File: config.mk
export PLATFORM = sky130hd
export DESIGN_NAME = tick_gen_flat
export DESIGN_NICKNAME = d
export VERILOG_FILES = /design/src/rtl/tick_gen_if.sv /design/src/rtl/tick_gen.sv /design/src/flat_wrapper.sv
export SDC_FILE = /design/constraint.sdc
export NUM_CORES = 1
export LEC_CHECK = 0
export CELL_PAD_IN_SITES_DETAIL_PLACEMENT = 1
export CELL_PAD_IN_SITES_GLOBAL_PLACEMENT = 1
export CORE_ASPECT_RATIO = 0.8
export CORE_MARGIN = 2
export CORE_UTILIZATION = 42
export DETAILED_ROUTE_END_ITERATION = 16
export GPL_ROUTABILITY_DRIVEN = 0
export PLACE_DENSITY_LB_ADDON = 0.1
export SLEW_MARGIN = 20
export SYNTH_ARGS = -nofsm -noshare
export SYNTH_HDL_FRONTEND = slang
export SYNTH_SLANG_ARGS = --single-unit
File: constraint.sdc
create_clock -name clock -period 3.25 [get_ports clock]
set_input_delay 0.4875 -clock clock [delete_from_list [all_inputs] [get_ports clock]]
set_output_delay 0.4875 -clock clock [all_outputs]
set_load 0.02 [all_outputs]
File: src/rtl/tick_gen_if.sv
// Control/status bundle for the tick generator.
// Master drives run controls; slave returns tick and debug status.
interface tick_gen_if #(
    parameter int NB_TICKCNT = 8
);
    logic                  i_enable;
    logic                  i_hold;
    logic [1:0]            i_sel;
    logic                  o_tick;
    logic                  o_valid;
    logic [1:0]            o_state;
    logic [NB_TICKCNT-1:0] o_tick_cnt;

    modport master (
        output i_enable, i_hold, i_sel,
        input  o_tick, o_valid, o_state, o_tick_cnt
    );

    modport slave (
        input  i_enable, i_hold, i_sel,
        output o_tick, o_valid, o_state, o_tick_cnt
    );
endinterface

File: src/rtl/tick_gen.sv
// Programmable tick generator: one-cycle pulse at a selectable rate,
// with run/pause/stop control and a wrapping tick counter for debug.
module tick_gen #(
    parameter int              NB_COUNTER = 32,
    parameter int              NB_TICKCNT = 8,
    parameter longint unsigned LIMIT_R0   = 64'd8388607,
    parameter longint unsigned LIMIT_R1   = 64'd16777215,
    parameter longint unsigned LIMIT_R2   = 64'd33554431,
    parameter longint unsigned LIMIT_R3   = 64'd67108863
) (
    input  logic        clock,
    input  logic        i_reset,
    tick_gen_if.slave   bus
);

    typedef enum logic [1:0] {
        ST_STOP  = 2'b00,
        ST_RUN   = 2'b01,
        ST_PAUSE = 2'b10
    } state_t;

    localparam longint unsigned MAX_CNT = (NB_COUNTER >= 64) ? ~64'd0
                                        : ((64'd1 << NB_COUNTER) - 64'd1);

    generate
        if (LIMIT_R0 > MAX_CNT || LIMIT_R1 > MAX_CNT ||
            LIMIT_R2 > MAX_CNT || LIMIT_R3 > MAX_CNT) begin : g_limit_chk
            $error("tick_gen: a LIMIT_Rx does not fit in NB_COUNTER bits");
        end
    endgenerate

    localparam logic [NB_COUNTER-1:0] LIM0 = NB_COUNTER'(LIMIT_R0);
    localparam logic [NB_COUNTER-1:0] LIM1 = NB_COUNTER'(LIMIT_R1);
    localparam logic [NB_COUNTER-1:0] LIM2 = NB_COUNTER'(LIMIT_R2);
    localparam logic [NB_COUNTER-1:0] LIM3 = NB_COUNTER'(LIMIT_R3);

    state_t                r_state;
    logic [NB_COUNTER-1:0] r_counter;
    logic [1:0]            r_sel_q;
    logic                  r_tick;
    logic                  r_valid;
    logic [NB_TICKCNT-1:0] r_tick_cnt;

    state_t                w_state_nxt;
    logic [NB_COUNTER-1:0] w_counter_nxt;
    logic                  w_tick_nxt;
    logic [NB_TICKCNT-1:0] w_tick_cnt_nxt;
    logic [NB_COUNTER-1:0] w_limit;

    // Terminal count for the currently requested rate.
    always_comb begin
        w_limit = LIM0;
        case (bus.i_sel)
            2'd0:    w_limit = LIM0;
            2'd1:    w_limit = LIM1;
            2'd2:    w_limit = LIM2;
            default: w_limit = LIM3;
        endcase
    end

    // Next state, counter and tick; disable beats hold beats counting,
    // and a rate change restarts the count without ticking.
    always_comb begin
        w_state_nxt    = r_state;
        w_counter_nxt  = r_counter;
        w_tick_nxt     = 1'b0;
        w_tick_cnt_nxt = r_tick_cnt;
        case (r_state)
            ST_STOP: begin
                w_counter_nxt = '0;
                if (bus.i_enable)
                    w_state_nxt = ST_RUN;
            end
            ST_RUN: begin
                if (!bus.i_enable) begin
                    w_state_nxt   = ST_STOP;
                    w_counter_nxt = '0;
                end else if (bus.i_hold) begin
                    w_state_nxt = ST_PAUSE;
                end else if (bus.i_sel != r_sel_q) begin
                    w_counter_nxt = '0;
                end else if (r_counter == w_limit) begin
                    w_counter_nxt  = '0;
                    w_tick_nxt     = 1'b1;
                    w_tick_cnt_nxt = r_tick_cnt + NB_TICKCNT'(1);
                end else begin
                    w_counter_nxt = r_counter + NB_COUNTER'(1);
                end
            end
            ST_PAUSE: begin
                if (!bus.i_enable) begin
                    w_state_nxt   = ST_STOP;
                    w_counter_nxt = '0;
                end else if (!bus.i_hold) begin
                    w_state_nxt = ST_RUN;
                end
            end
            default: begin
                w_state_nxt   = ST_STOP;
                w_counter_nxt = '0;
            end
        endcase
    end

    // State register.
    always_ff @(posedge clock) begin
        if (!i_reset)
            r_state <= ST_STOP;
        else
            r_state <= w_state_nxt;
    end

    // Counter, rate history and registered outputs.
    always_ff @(posedge clock) begin
        if (!i_reset) begin
            r_counter  <= '0;
            r_sel_q    <= 2'd0;
            r_tick     <= 1'b0;
            r_valid    <= 1'b0;
            r_tick_cnt <= '0;
        end else begin
            r_counter  <= w_counter_nxt;
            r_sel_q    <= bus.i_sel;
            r_tick     <= w_tick_nxt;
            r_valid    <= (w_state_nxt != ST_STOP);
            r_tick_cnt <= w_tick_cnt_nxt;
        end
    end

    assign bus.o_tick     = r_tick;
    assign bus.o_valid    = r_valid;
    assign bus.o_state    = r_state;
    assign bus.o_tick_cnt = r_tick_cnt;

endmodule

File: src/flat_wrapper.sv
// flat-port wrapper written by rule: the top's interface ports become plain ports
module tick_gen_flat 
#(
    parameter int              NB_COUNTER = 32,
    parameter int              NB_TICKCNT = 8,
    parameter longint unsigned LIMIT_R0   = 64'd8388607,
    parameter longint unsigned LIMIT_R1   = 64'd16777215,
    parameter longint unsigned LIMIT_R2   = 64'd33554431,
    parameter longint unsigned LIMIT_R3   = 64'd67108863
)
  (clock, i_reset, bus_i_enable, bus_i_hold, bus_i_sel, bus_o_tick, bus_o_valid, bus_o_state, bus_o_tick_cnt);
  tick_gen_if #(.NB_TICKCNT(NB_TICKCNT)) bus_i ();
  input  logic clock;
  input  logic i_reset;
  input wire logic [$bits(bus_i.i_enable)-1:0] bus_i_enable;
  input wire logic [$bits(bus_i.i_hold)-1:0] bus_i_hold;
  input wire logic [$bits(bus_i.i_sel)-1:0] bus_i_sel;
  output wire logic [$bits(bus_i.o_tick)-1:0] bus_o_tick;
  output wire logic [$bits(bus_i.o_valid)-1:0] bus_o_valid;
  output wire logic [$bits(bus_i.o_state)-1:0] bus_o_state;
  output wire logic [$bits(bus_i.o_tick_cnt)-1:0] bus_o_tick_cnt;
  assign bus_i.i_enable = bus_i_enable;
  assign bus_i.i_hold = bus_i_hold;
  assign bus_i.i_sel = bus_i_sel;
  assign bus_o_tick = bus_i.o_tick;
  assign bus_o_valid = bus_i.o_valid;
  assign bus_o_state = bus_i.o_state;
  assign bus_o_tick_cnt = bus_i.o_tick_cnt;
  tick_gen #(.NB_COUNTER(NB_COUNTER), .NB_TICKCNT(NB_TICKCNT), .LIMIT_R0(LIMIT_R0), .LIMIT_R1(LIMIT_R1), .LIMIT_R2(LIMIT_R2), .LIMIT_R3(LIMIT_R3)) u_core (.clock(clock), .i_reset(i_reset), .bus(bus_i));
endmodule
After elaboration in Yosys (flattened, before gate mapping). Cells that the tools add are included.

Muxes and demuxes: 14. Equal/unequal tests: 8. Reductions and logical operators: 6. $mul: 0. Add/subtract/negate cells: 2. Div/mod/pow operators: 0. Magnitude comparators: 0. Shifts and indexed selects: 0. Bitwise logic cells: 5.

Operators with widths (number): two-way mux 32 bit (5); one-hot mux 26 bit (3 select lines) (1); one-hot mux 32 bit (2 select lines) (1); adder 32 x 1 -> 32 bit (second input constant) (1); equality test 32 x 26 -> 1 bit (1); two-way mux 2 bit (5); adder 8 x 1 -> 8 bit (second input constant) (1); one-hot mux 2 bit (3 select lines) (1); inverter 1 bit (5); AND reduction 5 bit (1); OR reduction 5 bit (1); equality test 2 x 1 -> 1 bit (second input constant) (2); equality test 2 bit (second input constant) (2); logical NOT 2 bit (2); != test 3 bit (second input constant) (1); != test 2 bit (1); != test 2 bit (second input constant) (1); AND reduction 2 bit (1); nonzero test 2 bit (1); two-way mux 1 bit (1).

Memories: 0. Memory bits (writable): 0. Output and inout port bits: 12. Latch bits: 0. Memory bits (read-only): 0. Bits in registers: 46. Bits of input ports: 6. Word-level logic and storage cells: 41.

Depth between registers and ports, before layout. Gate-level depths: netlist of run 1.

Word-level depth: 8. Depth in mapped cells: 8.

Least setup slack after synthesis of run 1. No wires, ideal clock.

Path kind: input port to flip-flop. From: in bus_i_sel[1]. To: reg u_core.r_tick_cnt[3] (netlist: u_core.bus.o_tick_cnt[3]). Stages on the path: 7. Setup slack: 0.770 ns. Buffers on the path: 2. Data arrival time: 2.410 ns. Cell sequence: clkbuf_1 or4_1 o311ai_1 or4b_1 buf_2 or4_1 a21oi_1.

Cells in the longest elaborated chain, start to end: 4.

RTL lines: start, declared (line flat_wrapper.sv:17) `input wire logic [$bits(bus_i.i_sel)-1:0] bus_i_sel;`; equality test 2 bit, or another cell as far along (line tick_gen.sv:53) `case (bus.i_sel)`; one-hot mux 26 bit (3 select lines) (line tick_gen.sv:53); equality test 32 x 26 -> 1 bit (line tick_gen.sv:82) `end else if (r_counter == w_limit) begin`; AND reduction 5 bit (no source line) (*); end signal, assigned (line tick_gen.sv:126) `r_tick_cnt <= w_tick_cnt_nxt;`; end, declared (line tick_gen.sv:42) `logic [NB_TICKCNT-1:0] r_tick_cnt;`.

Every way passes the cells marked *; elsewhere a longest branch is shown, timed or not. A chain may end at the register's enable or synchronous reset.

Worst setup path after layout of run 1.
From: reg u_core.r_counter[3]. To: reg u_core.r_tick_cnt[7] (netlist: u_core.bus.o_tick_cnt[7]).

Cells in the longest elaborated chain, start to end: 2.

RTL lines: start, declared (line tick_gen.sv:38) `logic [NB_COUNTER-1:0] r_counter;`; start signal, assigned (line tick_gen.sv:122) `r_counter <= w_counter_nxt;`; equality test 32 x 26 -> 1 bit (line tick_gen.sv:82); AND reduction 5 bit (no source line).

No other way between the ends.

==> results.toml, run 1 <==
[cells_and_area]
antenna_cells = 0
final_cells = 332
n_fill_cell = 599
drive_gt1_frac = 0.0519
post-route-util = 0.503
final_area_sq_mm = 0.00255
area_growth_pct = 13.7
final_nets = 277

[sta]
worst_slack_ns = 0.506
fin_crit_sh = 0.844
period_minus_slack_ns = 2.74
final.setup.tns_ns = 0
holdWs_ns = 0.479
setup_violations = 0
rsz0062_at_grt = "false"
finalClockSkew_ns = 0.00795
hold_violations = 0
slew_viol_final = 0
fmax_mhz = 364
worst_slew_pin_slew_ns = 0.674
slew_headroom = 0.550

[cts]
clk_latency_ns = 0.30
clk_pin_slew_ns = 0.09
cts_tree = "built"
htreeDepth = 2
post_cts.repair.setup_buffers = 0
cts_root_buf = "clkbuf_8"
cts_buffers = 5
cts_hold_buf = 0
numClockSinks = 46
ctsResizeCount = 0
cts_buffer_depth = 2

[floorplanning]
dieArea_sq_mm = 0.00595
core-area_sq_mm = 0.00506
io_pins = 18
fp-row-count = 23
die_w_um = 85.7
die_h_um = 69.4
start_util = 0.443

[worst_hold_path]
hold_depth = 2
hp-class = "flop to flop"

[power]
p_clk_frac = 0.371
p_per_area_mw_per_mm2 = 386
vdd_ir_drop_max_mv = 0.233
power.net_switching_mw = 0.226
seqPwrFrac = 0.578
switching_share = 0.230
finalPower_mw = 0.984
p_int_mw = 0.758
comb_power_share = 0.050
leakagePower_nw = 0.746

[drt]
drt_iter0_markers = 66
wirelength_um = 5360
wl_per_cell_um = 16.1
dr.pass1.iters = 4
post-route-drc-count = 0
vias = 1880
ant_nets = 0
vias_per_cell = 5.66

[placed_design]
dpl_cell_area_sq_mm = 0.00246
placedCellCount = 324
dpl.hpwl_um = 3640
pre_cts_slack_ns = 0.205
portBuffers = 17

[global_route]
grt_pass1_wl_um = 9230
grt_use_total = 0.191
globalRoute.totalOverflow = 0
antenna_found_initial = 0
grt_pass1_vias = 1822
grt_max_degree = 38

[yosys]
synth_area_sq_mm = 0.00224
async_flop_share = 0
syn_inst = 258
synth_seq_cells = 46
syn_avg_cell_area_sq_um = 8.70
yosysMostFrequentCell = "dfxtp_1"
synth_edf_count = 0
synth_warnings = 0
synth_nets = 266
synthDistinctLibCells = 39
synth_largest_area_cell = "dfxtp_1"
yosys-top-cells-area = "dfxtp_1, xnor2_1, nor3_1"
synth_top_flop_cell = "dfxtp_1"
yosysTopAreaCellShare = 0.410
yosysSeqAreaShare = 0.410
synth_commonest_cells = "dfxtp_1, nor3_1, xnor2_1"

[worst_setup_path]
crit_type = "flop to flop"
crit_required_ns = 3.49
worstPathMaxFanout = 10
worst_setup_path_start_kind = "flop"
ff2ff_path_depth = 5
critPathCaptureType = "flop"
critPathArrivalTime_ns = 2.99

[run]
maxCapViolCount = 0

[outcome]
status = "complete, no violations"
==> critical path, cell delays in order (launching register included) <==
cell	delay (ns)
dfxtp_1	0.41
nand4_1	0.18
or4_1	0.78
or4b_1	0.68
nor4_1	0.42
mux2i_1	0.21
==> layer usage <==
metal	wire, um	GRT usage
met5	0	0
met4	62	0.0529
met3	124	0.0393
met2	2300	0.287
met1	2880	0.275
==> power groups by stage <==
stage          sequential (mW)  clock (mW)  combinational (mW)
6_report                 0.569       0.365              0.0495
2_1_floorplan            0.584           0              0.0281
3_3_place_gp             0.582           0              0.0488
5_1_grt                  0.569       0.394              0.0541
4_1_cts                  0.569       0.375              0.0501
3_5_place_dp             0.582           0              0.0500
==> worst paths after layout <==
check        slack [ns]                startpoint                        to
max                0.51       u_core.r_counter[3]  u_core.bus.o_tick_cnt[7]
min                0.48  u_core.bus.o_tick_cnt[7]  u_core.bus.o_tick_cnt[7]
max reg2reg        0.51       u_core.r_counter[3]  u_core.bus.o_tick_cnt[7]
min reg2reg        0.48  u_core.bus.o_tick_cnt[7]  u_core.bus.o_tick_cnt[7]
==> registers in the layout, indices dropped and copies added, names as in the netlist <==
name and count:
u_core.bus.o_state 2, u_core.bus.o_tick 1, u_core.bus.o_valid 1, u_core.r_sel_q 2, u_core.r_counter 32, u_core.bus.o_tick_cnt 8
==> kinds of logic after synthesis <==
group / after synthesis / share of synthesized area
compound gates: 16 / 0.0457
xor+xnor: 34 / 0.133
fa+ha+maj: 2 / 0.0112
buf+inv: 25 / 0.0452
flops: 46 / 0.410
mux: 4 / 0.0178
simple gates: 131 / 0.337
==> cell type report <==
type	count	area [sq um]	share of cell area
clock buffer	7	86.3	0.0339
inverter	10	37.5	0.0147
clock inverter	1	5.00	0.00196
multi-input combinational	187	1220	0.480
tap	62	77.6	0.0304
sequential	46	921	0.361
timing repair buffer	19	198	0.0775
==> layout by cell type, fill, tap and decap left out, types with 2 or more instances in the layout <==
cell type | Yosys | layout
nor4_1 | 14 | 14
clkbuf_8 | 0 | 6
and2_1 | 4 | 4
nor2b_1 | 2 | 2
ha_1 | 2 | 2
and3_1 | 5 | 5
xnor2_1 | 25 | 25
or3_1 | 2 | 2
dfxtp_1 | 46 | 46
nor2_1 | 4 | 4
o31ai_1 | 2 | 2
or4_1 | 5 | 5
a21oi_1 | 4 | 4
nand3_1 | 15 | 15
xor2_1 | 9 | 9
o21ai_0 | 4 | 4
nand2_1 | 14 | 14
or4b_1 | 2 | 2
nand2b_1 | 4 | 4
mux2i_1 | 4 | 4
clkdlybuf4s50_1 | 0 | 17
nor3_1 | 39 | 39
and4_1 | 4 | 4
nand4_1 | 10 | 10
inv_1 | 9 | 9
Power figures use the tool's default switching activity.
==> run 2, diff against run 1 <==
==> constraint.sdc (replaced) <==
create_clock -name clock -period 2.7 [get_ports clock]
set_input_delay 0.405 -clock clock [delete_from_list [all_inputs] [get_ports clock]]
set_output_delay 0.405 -clock clock [all_outputs]
set_load 0.02 [all_outputs]
==> results.toml, run 2 (same netlist as run 1, synthesis figures left out) <==
[power]
comb_power_share = 0.057
p_clk_frac = 0.358
p_per_area_mw_per_mm2 = 445
seqPwrFrac = 0.585
switching_share = 0.236
p_int_mw = 0.894
leakagePower_nw = 0.790
vdd_ir_drop_max_mv = 0.347
power.net_switching_mw = 0.276

[worst_setup_path]
critPathCaptureType = "flop"
worstPathMaxFanout = 7
crit_buf_inv = 0
critPathTopFamily = "simple AND/OR/NAND/NOR gates"
critPathArrivalTime_ns = 2.77
crit_path_max_incr_delay_ns = 0.63
critPathSlowestCell = "or4b_1"
crit_required_ns = 2.93
crit_chain = "nand3_2 -> or4_1 -> or4b_1 -> nor4_1 -> mux2i_1"
worst_setup_path_start_kind = "flop"
crit_type = "flop to flop"

[drt]
post-route-drc-count = 0
wl_met1_um = 2940
ant_nets = 0
dr_wl_met2_um = 2320
wirelength_um = 5440
wl_met3_um = 141
dr.pass1.iters = 5
vias = 1954
wl_per_cell_um = 15.9
route.top_layer_used = "met4"
vias_per_cell = 5.71
drt_iter0_markers = 49

[global_route]
globalRoute.totalOverflow = 0
grt_use_total = 0.196
grt_pass1_wl_um = 9510
antenna_found_initial = 0
grt_max_degree = 38
grt_pass1_vias = 2027

[sta]
fin_crit_sh = 0.942
fmax_mhz = 393
worst_slack_ns = 0.156
hold_violations = 0
rsz0062_at_grt = "true"
slew_headroom = 0.556
worst_slew_pin_slew_ns = 0.665
slew_viol_final = 0
finalClockSkew_ns = 0.0147
period_minus_slack_ns = 2.54
setup_violations = 0

[cts]
numClockSinks = 46
cts_root_buf = "clkbuf_8"
cts_buffer_depth = 2
clk_pin_slew_ns = 0.10
post_cts.repair.setup_buffers = 0
clk_latency_ns = 0.30
htreeDepth = 2
cts_buffers = 5
cts_tree = "built"

[cells_and_area]
area_growth_pct = 17.3
antenna_cells = 0
regMostFlops = "u_core.r_counter"
final_nets = 287
largest_reg_flops = 32
n_fill_cell = 616
layout_commonest_cell = "dfxtp_1"
final_cell_mix = "dfxtp_1, nor3_1, xnor2_1, clkdlybuf4s50_1, nand3_1"
drive_gt1_frac = 0.0929
final_area_sq_mm = 0.00263

[floorplanning]
start_util = 0.443
core-area_sq_mm = 0.00506
io_pins = 18
die_h_um = 69.4
fp-row-count = 23
die_w_um = 85.7
dieArea_sq_mm = 0.00595

[outcome]
status = "complete, no violations"

[placed_design]
dpl.hpwl_um = 3840
pre_cts_slack_ns = -0.214
portBuffers = 17
dpl_cell_area_sq_mm = 0.00253

[worst_hold_path]
hp-class = "flop to flop"

[run]
maxCapViolCount = 0
-- run 2: cell count changes in the layout (fill, tap and decap cells not counted), sizes merged --
cell and change:
buf +10, clkbuf -1, clkinv +1
-- run 2: final timing paths --
path,start,end,slack [ns],cells after the start
setup reg to reg,u_core.r_counter[8],u_core.bus.o_tick_cnt[6],0.16,5
hold reg to reg,u_core.bus.o_tick_cnt[7],u_core.bus.o_tick_cnt[7],0.50,2
setup / recovery,u_core.r_counter[8],u_core.bus.o_tick_cnt[6],0.16,5
hold / removal,u_core.bus.o_tick_cnt[7],u_core.bus.o_tick_cnt[7],0.50,2
-- run 2: what timing repair did --
item                       in CTS  in global routing
setup endpoints to repair       0                  5
gates resized for setup         0                  2
hold buffers                    0                  0
-- run 2: power by group through the flow --
stage	clock network [mW]	registers, mW	logic (mW)
2_1_floorplan	0	0.703	0.0338
3_3_place_gp	0	0.701	0.0650
3_5_place_dp	0	0.701	0.0666
4_1_cts	0.433	0.685	0.0668
5_1_grt	0.463	0.686	0.0732
6_report	0.419	0.685	0.0664
-- run 2: routing by layer --
| metal | up-vias | track usage |
|---|---|---|
| met3 | 4 | 0.0393 |
| met1 | 949 | 0.289 |
| met4 | 0 | 0.0441 |
| met2 | 25 | 0.293 |
| li1 | 976 | - |
| met5 | - | 0 |
-- run 2: stage by stage --
step | util | hold slack (ns) | setup TNS (ns) | std cells | power (mW)
after floorplan | - | 0.507 | 0 | 258 | 0.736
after global placement | 0.500 | 0.478 | -0.134 | 334 | 0.766
after detailed placement | 0.500 | 0.492 | -4.98 | 334 | 0.767
after CTS | 0.517 | 0.508 | 0 | 342 | 1.18
after global routing | 0.520 | 0.557 | -0.0219 | 342 | 1.22
final | 0.520 | 0.499 | 0 | 342 | 1.17
-- run 2: layout make-up --
class,count,area [sq um],share of cell area
Clock buffer,6,72.6,0.0276
Clock inverter,2,13.8,0.00523
Inverter,10,37.5,0.0143
Multi-Input combinational cell,187,1240,0.470
Sequential cell,46,921,0.350
Tap cell,62,77.6,0.0295
Timing Repair Buffer,29,273,0.104
-- run 2: worst reg2reg max path, stage by stage (launching register included) --
cell and delay [ns]:
dfxtp_1 0.48, nand3_2 0.15, or4_1 0.58, or4b_1 0.63, nor4_1 0.39, mux2i_1 0.25
